<file path="src/rtl/wb_uart_pkg.sv">
// Shared definitions for the Wishbone UART receiver: register map, STATUS bit positions, FSM states.
// WB_UART_RX_PARITY_EN adds the PARITY state and the parity_odd STATUS bit.
package wb_uart_pkg;

  localparam logic [1:0] UART_REG_DATA   = 2'd0;
  localparam logic [1:0] UART_REG_STATUS = 2'd1;
  localparam logic [1:0] UART_REG_DIV    = 2'd2;

  localparam int STAT_NOT_EMPTY  = 0;
  localparam int STAT_FULL       = 1;
  localparam int STAT_OVERRUN    = 2;
  localparam int STAT_FRAME_ERR  = 3;
  localparam int STAT_PARITY_ERR = 4;
`ifdef WB_UART_RX_PARITY_EN
  localparam int STAT_PARITY_ODD = 5;
`endif
  localparam int STAT_LEVEL_LSB  = 8;

`ifdef WB_UART_RX_PARITY_EN
  typedef enum logic [2:0] {
    ST_IDLE, ST_START, ST_DATA, ST_PARITY, ST_STOP, ST_BREAK
  } rx_state_t;
`else
  typedef enum logic [2:0] {
    ST_IDLE, ST_START, ST_DATA, ST_STOP, ST_BREAK
  } rx_state_t;
`endif

endpackage

</file>
<file path="src/rtl/uart_rx_fifo.sv">
// Synchronous RX byte FIFO. Pop while empty is a no-op; push while full succeeds only
// when a pop frees a slot in the same cycle, otherwise the byte is dropped.
module uart_rx_fifo #(
  parameter int DEPTH_LOG2 = 4,
  parameter int WIDTH      = 8
) (
  input  logic                  clk,
  input  logic                  rst,
  input  logic                  push,
  input  logic [WIDTH-1:0]      push_data,
  input  logic                  pop,
  output logic [WIDTH-1:0]      head,
  output logic                  full,
  output logic                  empty,
  output logic [DEPTH_LOG2:0]   level
);

  localparam int DEPTH = 1 << DEPTH_LOG2;

  logic [WIDTH-1:0]      mem [DEPTH];
  logic [DEPTH_LOG2-1:0] wr_ptr;
  logic [DEPTH_LOG2-1:0] rd_ptr;
  logic [DEPTH_LOG2:0]   count;
  logic                  do_push;
  logic                  do_pop;

  assign empty   = (count == '0);
  // count only reaches 2^N when full, so its top bit is the full flag
  assign full    = count[DEPTH_LOG2];
  assign level   = count;
  assign head    = mem[rd_ptr];
  assign do_pop  = pop & ~empty;
  assign do_push = push & (~full | do_pop);

  always_ff @(posedge clk) begin
    if (do_push) begin
      mem[wr_ptr] <= push_data;
    end
  end

  always_ff @(posedge clk) begin
    if (rst) begin
      wr_ptr <= '0;
      rd_ptr <= '0;
      count  <= '0;
    end else begin
      if (do_push) begin
        wr_ptr <= wr_ptr + DEPTH_LOG2'(1);
      end
      if (do_pop) begin
        rd_ptr <= rd_ptr + DEPTH_LOG2'(1);
      end
      case ({do_push, do_pop})
        2'b10:   count <= count + (DEPTH_LOG2 + 1)'(1);
        2'b01:   count <= count - (DEPTH_LOG2 + 1)'(1);
        default: count <= count;
      endcase
    end
  end

endmodule

</file>
<file path="src/rtl/wb_uart_rx.sv">
// Wishbone-classic UART receiver: 2-flop synchronizer, 16x oversampled 8N1 deframer, RX FIFO.
// Define WB_UART_RX_PARITY_EN to receive a parity bit (STATUS bit4 parity_err, bit5 parity_odd).
module wb_uart_rx #(
  parameter int FIFO_DEPTH_LOG2 = 4,
  parameter int DEFAULT_DIVISOR = 13,
  parameter int DIV_WIDTH       = 16
) (
  input  logic        wb_clk_i,
  input  logic        wb_rst_i,
  input  logic [1:0]  wb_adr_i,
  input  logic [31:0] wb_dat_i,
  input  logic [3:0]  wb_sel_i,
  input  logic        wb_we_i,
  input  logic        wb_cyc_i,
  input  logic        wb_stb_i,
  output logic [31:0] wb_dat_o,
  output logic        wb_ack_o,
  input  logic        uart_rx,
  output logic        rx_irq_o
);

  import wb_uart_pkg::*;

  logic                   rx_meta;
  logic                   rx_s;
  logic [DIV_WIDTH-1:0]   div_q;
  logic [DIV_WIDTH-1:0]   div_eff;
  logic [DIV_WIDTH-1:0]   cnt_q;
  logic                   tick;
  logic                   start_enter;

  rx_state_t              state_q;
  logic [3:0]             phase_q;
  logic [2:0]             bit_cnt_q;
  logic [7:0]             shreg_q;
  logic                   push_q;
  logic                   frame_set_q;

  logic                   overrun_q;
  logic                   frame_err_q;
  logic                   parity_err_q;
  logic                   overrun_set;

  logic                   ack_q;
  logic [31:0]            dat_q;
  logic                   req;
  logic                   stat_wr;
  logic                   div_wr;
  logic                   fifo_pop;
  logic [31:0]            rd_data;
  logic [31:0]            status_word;

  logic [7:0]             fifo_head;
  logic                   fifo_full;
  logic                   fifo_empty;
  logic [FIFO_DEPTH_LOG2:0] fifo_level;

  logic                   unused_bits;
  assign unused_bits = &{1'b0, wb_sel_i, wb_dat_i};

  always_ff @(posedge wb_clk_i) begin
    if (wb_rst_i) begin
      rx_meta <= 1'b1;
      rx_s    <= 1'b1;
    end else begin
      rx_meta <= uart_rx;
      rx_s    <= rx_meta;
    end
  end

  // Oversampling tick; restarting on START entry aligns samples to the falling start edge
  assign div_eff     = (div_q == '0) ? DIV_WIDTH'(1) : div_q;
  assign tick        = (cnt_q == '0);
  assign start_enter = (state_q == ST_IDLE) && !rx_s;

  always_ff @(posedge wb_clk_i) begin
    if (wb_rst_i) begin
      cnt_q <= '0;
    end else if (start_enter || tick) begin
      cnt_q <= div_eff - DIV_WIDTH'(1);
    end else begin
      cnt_q <= cnt_q - DIV_WIDTH'(1);
    end
  end

`ifdef WB_UART_RX_PARITY_EN
  logic parity_odd_q;
  logic parity_set_q;
`endif

  always_ff @(posedge wb_clk_i) begin
    if (wb_rst_i) begin
      state_q     <= ST_IDLE;
      phase_q     <= '0;
      bit_cnt_q   <= '0;
      shreg_q     <= '0;
      push_q      <= 1'b0;
      frame_set_q <= 1'b0;
`ifdef WB_UART_RX_PARITY_EN
      parity_set_q <= 1'b0;
`endif
    end else begin
      push_q      <= 1'b0;
      frame_set_q <= 1'b0;
`ifdef WB_UART_RX_PARITY_EN
      parity_set_q <= 1'b0;
`endif
      case (state_q)
        ST_IDLE: begin
          if (!rx_s) begin
            state_q <= ST_START;
            phase_q <= '0;
          end
        end
        ST_START: begin
          if (tick) begin
            if (phase_q == 4'd7) begin
              phase_q <= '0;
              if (!rx_s) begin
                state_q   <= ST_DATA;
                bit_cnt_q <= '0;
              end else begin
                state_q <= ST_IDLE;
              end
            end else begin
              phase_q <= phase_q + 4'd1;
            end
          end
        end
        ST_DATA: begin
          if (tick) begin
            phase_q <= phase_q + 4'd1;
            if (phase_q == 4'd15) begin
              shreg_q   <= {rx_s, shreg_q[7:1]};
              bit_cnt_q <= bit_cnt_q + 3'd1;
              if (bit_cnt_q == 3'd7) begin
`ifdef WB_UART_RX_PARITY_EN
                state_q <= ST_PARITY;
`else
                state_q <= ST_STOP;
`endif
              end
            end
          end
        end
`ifdef WB_UART_RX_PARITY_EN
        ST_PARITY: begin
          if (tick) begin
            phase_q <= phase_q + 4'd1;
            if (phase_q == 4'd15) begin
              parity_set_q <= (rx_s != (^shreg_q ^ parity_odd_q));
              state_q      <= ST_STOP;
            end
          end
        end
`endif
        ST_STOP: begin
          if (tick) begin
            phase_q <= phase_q + 4'd1;
            if (phase_q == 4'd15) begin
              if (rx_s) begin
                push_q  <= 1'b1;
                state_q <= ST_IDLE;
              end else begin
                frame_set_q <= 1'b1;
                state_q     <= ST_BREAK;
              end
            end
          end
        end
        ST_BREAK: begin
          if (rx_s) begin
            state_q <= ST_IDLE;
          end
        end
        default: state_q <= ST_IDLE;
      endcase
    end
  end

  uart_rx_fifo #(
    .DEPTH_LOG2 (FIFO_DEPTH_LOG2),
    .WIDTH      (8)
  ) u_fifo (
    .clk       (wb_clk_i),
    .rst       (wb_rst_i),
    .push      (push_q),
    .push_data (shreg_q),
    .pop       (fifo_pop),
    .head      (fifo_head),
    .full      (fifo_full),
    .empty     (fifo_empty),
    .level     (fifo_level)
  );

  // Handshake: ack rises the cycle after cyc&stb is seen with ack low, for one cycle only;
  // read data and every register side effect are committed on that same edge.
  assign req      = wb_cyc_i & wb_stb_i & ~ack_q;
  assign stat_wr  = req & wb_we_i & (wb_adr_i == UART_REG_STATUS);
  assign div_wr   = req & wb_we_i & (wb_adr_i == UART_REG_DIV);
  assign fifo_pop = req & ~wb_we_i & (wb_adr_i == UART_REG_DATA);

  assign overrun_set = push_q & fifo_full & ~fifo_pop;

  always_ff @(posedge wb_clk_i) begin
    if (wb_rst_i) begin
      overrun_q   <= 1'b0;
      frame_err_q <= 1'b0;
    end else begin
      overrun_q   <= overrun_set | (overrun_q & ~(stat_wr & wb_dat_i[STAT_OVERRUN]));
      frame_err_q <= frame_set_q | (frame_err_q & ~(stat_wr & wb_dat_i[STAT_FRAME_ERR]));
    end
  end

`ifdef WB_UART_RX_PARITY_EN
  always_ff @(posedge wb_clk_i) begin
    if (wb_rst_i) begin
      parity_err_q <= 1'b0;
      parity_odd_q <= 1'b0;
    end else begin
      parity_err_q <= parity_set_q | (parity_err_q & ~(stat_wr & wb_dat_i[STAT_PARITY_ERR]));
      if (stat_wr) begin
        parity_odd_q <= wb_dat_i[STAT_PARITY_ODD];
      end
    end
  end
`else
  assign parity_err_q = 1'b0;
`endif

  always_comb begin
    status_word                 = '0;
    status_word[STAT_NOT_EMPTY]  = ~fifo_empty;
    status_word[STAT_FULL]       = fifo_full;
    status_word[STAT_OVERRUN]    = overrun_q;
    status_word[STAT_FRAME_ERR]  = frame_err_q;
    status_word[STAT_PARITY_ERR] = parity_err_q;
`ifdef WB_UART_RX_PARITY_EN
    status_word[STAT_PARITY_ODD] = parity_odd_q;
`endif
    status_word[STAT_LEVEL_LSB +: FIFO_DEPTH_LOG2 + 1] = fifo_level;
  end

  always_comb begin
    rd_data = '0;
    case (wb_adr_i)
      UART_REG_DATA:   rd_data[7:0] = fifo_empty ? 8'h00 : fifo_head;
      UART_REG_STATUS: rd_data = status_word;
      UART_REG_DIV:    rd_data[DIV_WIDTH-1:0] = div_q;
      default:         rd_data = '0;
    endcase
  end

  always_ff @(posedge wb_clk_i) begin
    if (wb_rst_i) begin
      ack_q <= 1'b0;
      dat_q <= '0;
      div_q <= DIV_WIDTH'(DEFAULT_DIVISOR);
    end else begin
      ack_q <= req;
      dat_q <= (req && !wb_we_i) ? rd_data : '0;
      if (div_wr) begin
        div_q <= wb_dat_i[DIV_WIDTH-1:0];
      end
    end
  end

  assign wb_ack_o = ack_q;
  assign wb_dat_o = dat_q;
  assign rx_irq_o = ~fifo_empty | overrun_q | frame_err_q | parity_err_q;

endmodule

</file>
<file path="config.mk">
export PLATFORM = sky130hd
export DESIGN_NAME = wb_uart_rx
export DESIGN_NICKNAME = d
export VERILOG_FILES = /design/src/rtl/wb_uart_pkg.sv /design/src/rtl/uart_rx_fifo.sv /design/src/rtl/wb_uart_rx.sv
export SDC_FILE = /design/constraint.sdc
export NUM_CORES = 1
export LEC_CHECK = 0
export BUFFER_PORTS_ARGS = -buffer_cell sky130_fd_sc_hd__clkbuf_2
export CELL_PAD_IN_SITES_DETAIL_PLACEMENT = 0
export CELL_PAD_IN_SITES_GLOBAL_PLACEMENT = 1
export CORE_ASPECT_RATIO = 0.7
export CORE_MARGIN = 4
export CORE_UTILIZATION = 46
export CTS_BUF_LIST = sky130_fd_sc_hd__clkbuf_4
export CTS_CLUSTER_DIAMETER = 60
export DETAILED_ROUTE_END_ITERATION = 10
export PLACE_DENSITY_LB_ADDON = 0.1
export SYNTH_ARGS = -nofsm -noshare
export SYNTH_HDL_FRONTEND = slang
export SYNTH_SLANG_ARGS = --single-unit
</file>
<file path="constraint.sdc">
create_clock -name wb_clk_i -period 2.9 [get_ports wb_clk_i]
set_input_delay 0.435 -clock wb_clk_i [delete_from_list [all_inputs] [get_ports wb_clk_i]]
set_output_delay 0.435 -clock wb_clk_i [all_outputs]
set_load 0.01 [all_outputs]
</file>
==> metrics.md <==
| Metric | Value |
|---|---|
| Final setup TNS | 0 ps |
| Final Max Tran Viols | 0 |
| First-pass GRT wire length | 34,700 um |
| DRT Pass-1 Iters | 5 |
| Placed Cells | 1,042 |
| Startpoint Class | register |
| Synth cell count leaders | 128 x edfxtp_1, 96 x nor2_1, 90 x dfxtp_1 |
| Post-synthesis sequential area ratio | 60.4% |
| Worst R2R Setup Slack | 180 ps |
| Num ports | 78 |
| FF-to-FF Start | div_q[11]$_SDFFE_PP0P_ |
| Final setup viols | 0 |
| Synth Area in Adders | 2.14% |
| Fin nets | 895 |
| Via density | 5.38 |
| Area fraction of the dominant cell type after synthesis | 41.1% |
| Synth Area in Compound Gates | under 10% |
| Most frequent cell after synthesis | edfxtp_1 |
| Average wire per standard cell | ~19 um |
| TritonCTS clock tree | built |
| Most frequent CP cell | nor2_1 |
| Synth Area per Inst | roughly 13 um2 |
| DRT antenna net count | 0 |
| Status | completed |
| Die Area | between 20,000 and 25,000 um2 |
| Gr usage total | 19.9% |
| Area Growth Syn to Fin | 17.9% |
| Multi-input logic area | 3530 um2 |
| Drt drc | 0 |
| Largest net degree at the start of global routing | 36 |
| Non-Filler Instances | 1,148 |
| Gate Count Post-Synth | 706 |
| Endpoint kind of the worst setup timing path | register |
| #FFs+latches synth | 218 |
| RePlAce Congestion | 0.843 |
| Clock Tree Buf Depth | 3 |
| Total gr overflow | 0 |
| Post-Synthesis Cell Area | 9350 um2 |
| Yosys cell types | 67 |
| Total core area | around 20,000 um2 |
| Synth area leader | edfxtp_1 |
| Critical Path RT | 3500 ps |
| Ys Warns | 0 |
| Crit-path slowest cell | or4_4 |
| Chip Width | 178 um |
| R2r endpoint | cnt_q[14]$_SDFF_PP0_ |
| Top sig layer | met4 |
| Final period util | 93.8% |
| Post-synth EDFFs | 128 |
| Row count | 43 |
| Initial cell density of the core | about 47% |
| Vias | 6,171 |
| CTS Buf Count | 53 |
| Mux contribution to synthesized area | 14.5% |
| Total power | 7.72 mW |
| Asr flop ratio synth | 0% |
| Skew final | 41.1 ps |
| Clock Latency Late Sink | 650 ps |
| CP Max Fanout | 4 |
| Hold_sp | wb_dat_i[12] |
| Worst slew pin tran | between 700 and 800 ps |
| Post-Synth Simple-Gate Area | 11.6% |
| Largest family of logic cells by synthesized area | multiplexers |
| Util after Layout | approximately 55% |
| Crit-path cells | or4_4, or3_1, nor3_1, nor2_1, nor2_1, a21oi_1, ha_2, nand3_1, a211o_1, o41ai_4, a311o_1, o21ai_1 |
| Routed WL | around 22,000 um |
| Crit path time final | ~2700 ps |
| CTS H-tree depth | 2 |
| Number of global-route vias before repair | roughly 6,200 |
| Met3 wire len | 1750 um |
| WL met1 | between 10,000 and 15,000 um |
| Synth area leaders | edfxtp_1 41%, dfxtp_1 19%, mux4_2 9.6% |
| DR WL met2 | 8650 um |
| Initial drt markers | 422 |
| Fillers | 1,710 |
| CTS clk-pin slew, worst paths | roughly 80 ps |
| Pwr dens | 700 nW/um2 |
| Hold path depth | 3 |
| Hold Path End | div_q[12]$_SDFFE_PP0P_ |
| Crit path kind | reg -> reg |
| Endpoint arrival time on the critical path | 3320 ps |
| Reg2Reg Depth | 12 |
| Worst path max stage delay | about 570 ps |
| Pleak | 4.21 nW |
| PortBufs | 41 |
| Initial antenna violation count | 0 |
| Synth Area in XOR/XNOR | around 2.1% |
| Final hold violation count | 0 |
| Max Cap Viol | 0 |
| Clock sink total | 218 |
| Antenna Diode Count | 0 |
| F_max | 368 MHz |
| Die height | 127 um |
| Root buf cell | clkbuf_4 |
| Post-route cell area | 11,000 um2 |
| Primary FF master, synth | edfxtp_1 |
| Placed Area | slightly above 10,000 um2 |
| Max VDD drop | 0.283 mV |
| Slew margin rel. | 52.4% |
| Hpwl dp | 15,600 um |
| Worst min path class | in -> reg |
| Register area | 5650 um2 |
| Layout cells sized above 1 | 30.5% |
[cell usage in the layout (no fill, tap or decap), types with 11 or more instances in the layout]
cell type,instances
clkbuf_4,81
mux4_2,40
or3_1,11
nand2_1,34
conb_1,16
nor2_1,96
mux2i_1,35
clkinv_1,13
a22oi_1,11
nor3_1,22
buf_4,65
ha_1,13
edfxtp_1,128
a21oi_1,19
clkbuf_2,41
dfxtp_1,88
xor2_1,12
[repair_timing]
| item | in CTS | in global routing |
|---|---|---|
| buffers inserted | 0 | 3 |
| hold buffers | 5 | 0 |
| endpoints found under the setup margin | 0 | 7 |
| gates resized for setup | 0 | 16 |
| endpoints found under the hold margin | 5 | 0 |
[critical path, delay by kind of cell, from the launching register on]
family / cells / cell delay [ps]
compound gates: 5 / 730
fa+ha+maj: 1 / 200
flops: 1 / 310
simple gates: 6 / 1430
[report_power, final]
group	total, mW	internal [mW]	switching, mW
Sequential	3.47	3.35	0.119
Combinational	1.78	0.777	1.01
Clock	2.47	1.28	1.19
[worst max-delay path by stage]
stage | startpoint | slack [ps] | cells past startpoint | endpoint
final | div_q[11]$_SDFFE_PP0P_ | 180 | 12 | cnt_q[14]$_SDFF_PP0_
after global routing | u_fifo.level[0]$_SDFFE_PP0P_ | -5 | 12 | u_fifo.level[4]$_SDFFE_PP0P_
after CTS | wb_ack_o$_SDFF_PP0_ | 60 | 14 | u_fifo.level[4]$_SDFFE_PP0P_
after detailed placement | wb_we_i | -120 | 15 | u_fifo.level[4]$_SDFFE_PP0P_
after global placement | wb_stb_i | -150 | 15 | u_fifo.level[4]$_SDFFE_PP0P_
after floorplan | cnt_q[5]$_SDFF_PP0_ | 10 | 11 | cnt_q[14]$_SDFF_PP0_
[cell type report]
cell class | count | share of cell area (%)
flip-flops and latches | 218 | 51.2
multi-input cells | 438 | 32.0
repair buffers | 113 | 7.10
clock buffers | 81 | 5.51
well taps | 270 | 3.06
clock inverters | 17 | 0.681
inverters | 11 | 0.374
[state kept, by name, indices dropped and copies added (netlist names), named ones only]
name and count:
shreg_q 8, rx_s 1, u_fifo.wr_ptr 4, state_q 3
rx_meta 1, bit_cnt_q 3, u_fifo.rd_ptr 4, overrun_q 1
cnt_q 16, u_fifo.level 5, div_q 16, push_q 1
wb_ack_o 1, u_fifo.mem 128, frame_set_q 1, phase_q 4
frame_err_q 1, wb_dat_o 16
[layer usage]
layer  track usage, %  vias up
met3             5.12       22
li1                 -     2912
met4             4.38        0
met1             32.5     3018
met5                0        -
met2             26.4      219
[cells by family (layout without fill, tap and decap cells)]
family                     Yosys count  in the layout
AOI/OAI and AO/OA                   77             77
and+or+nand+nor                    223            223
adders and majority gates           16             16
other                                1             16
DFF                                218            218
muxes                               84             84
xor gates and xnor gates            22             22
buffers and inverters               65            222
[stage by stage]
stage | worst slack, ps | hold WS [ps]
after detailed placement | -116 | 400
after global placement | -155 | 397
final | 180 | 42.1
after floorplan | 13.0 | 389
after global routing | -4.57 | 2.98
after CTS | 59.8 | 5.29
No activity file was read; power rests on OpenSTA's default activity.
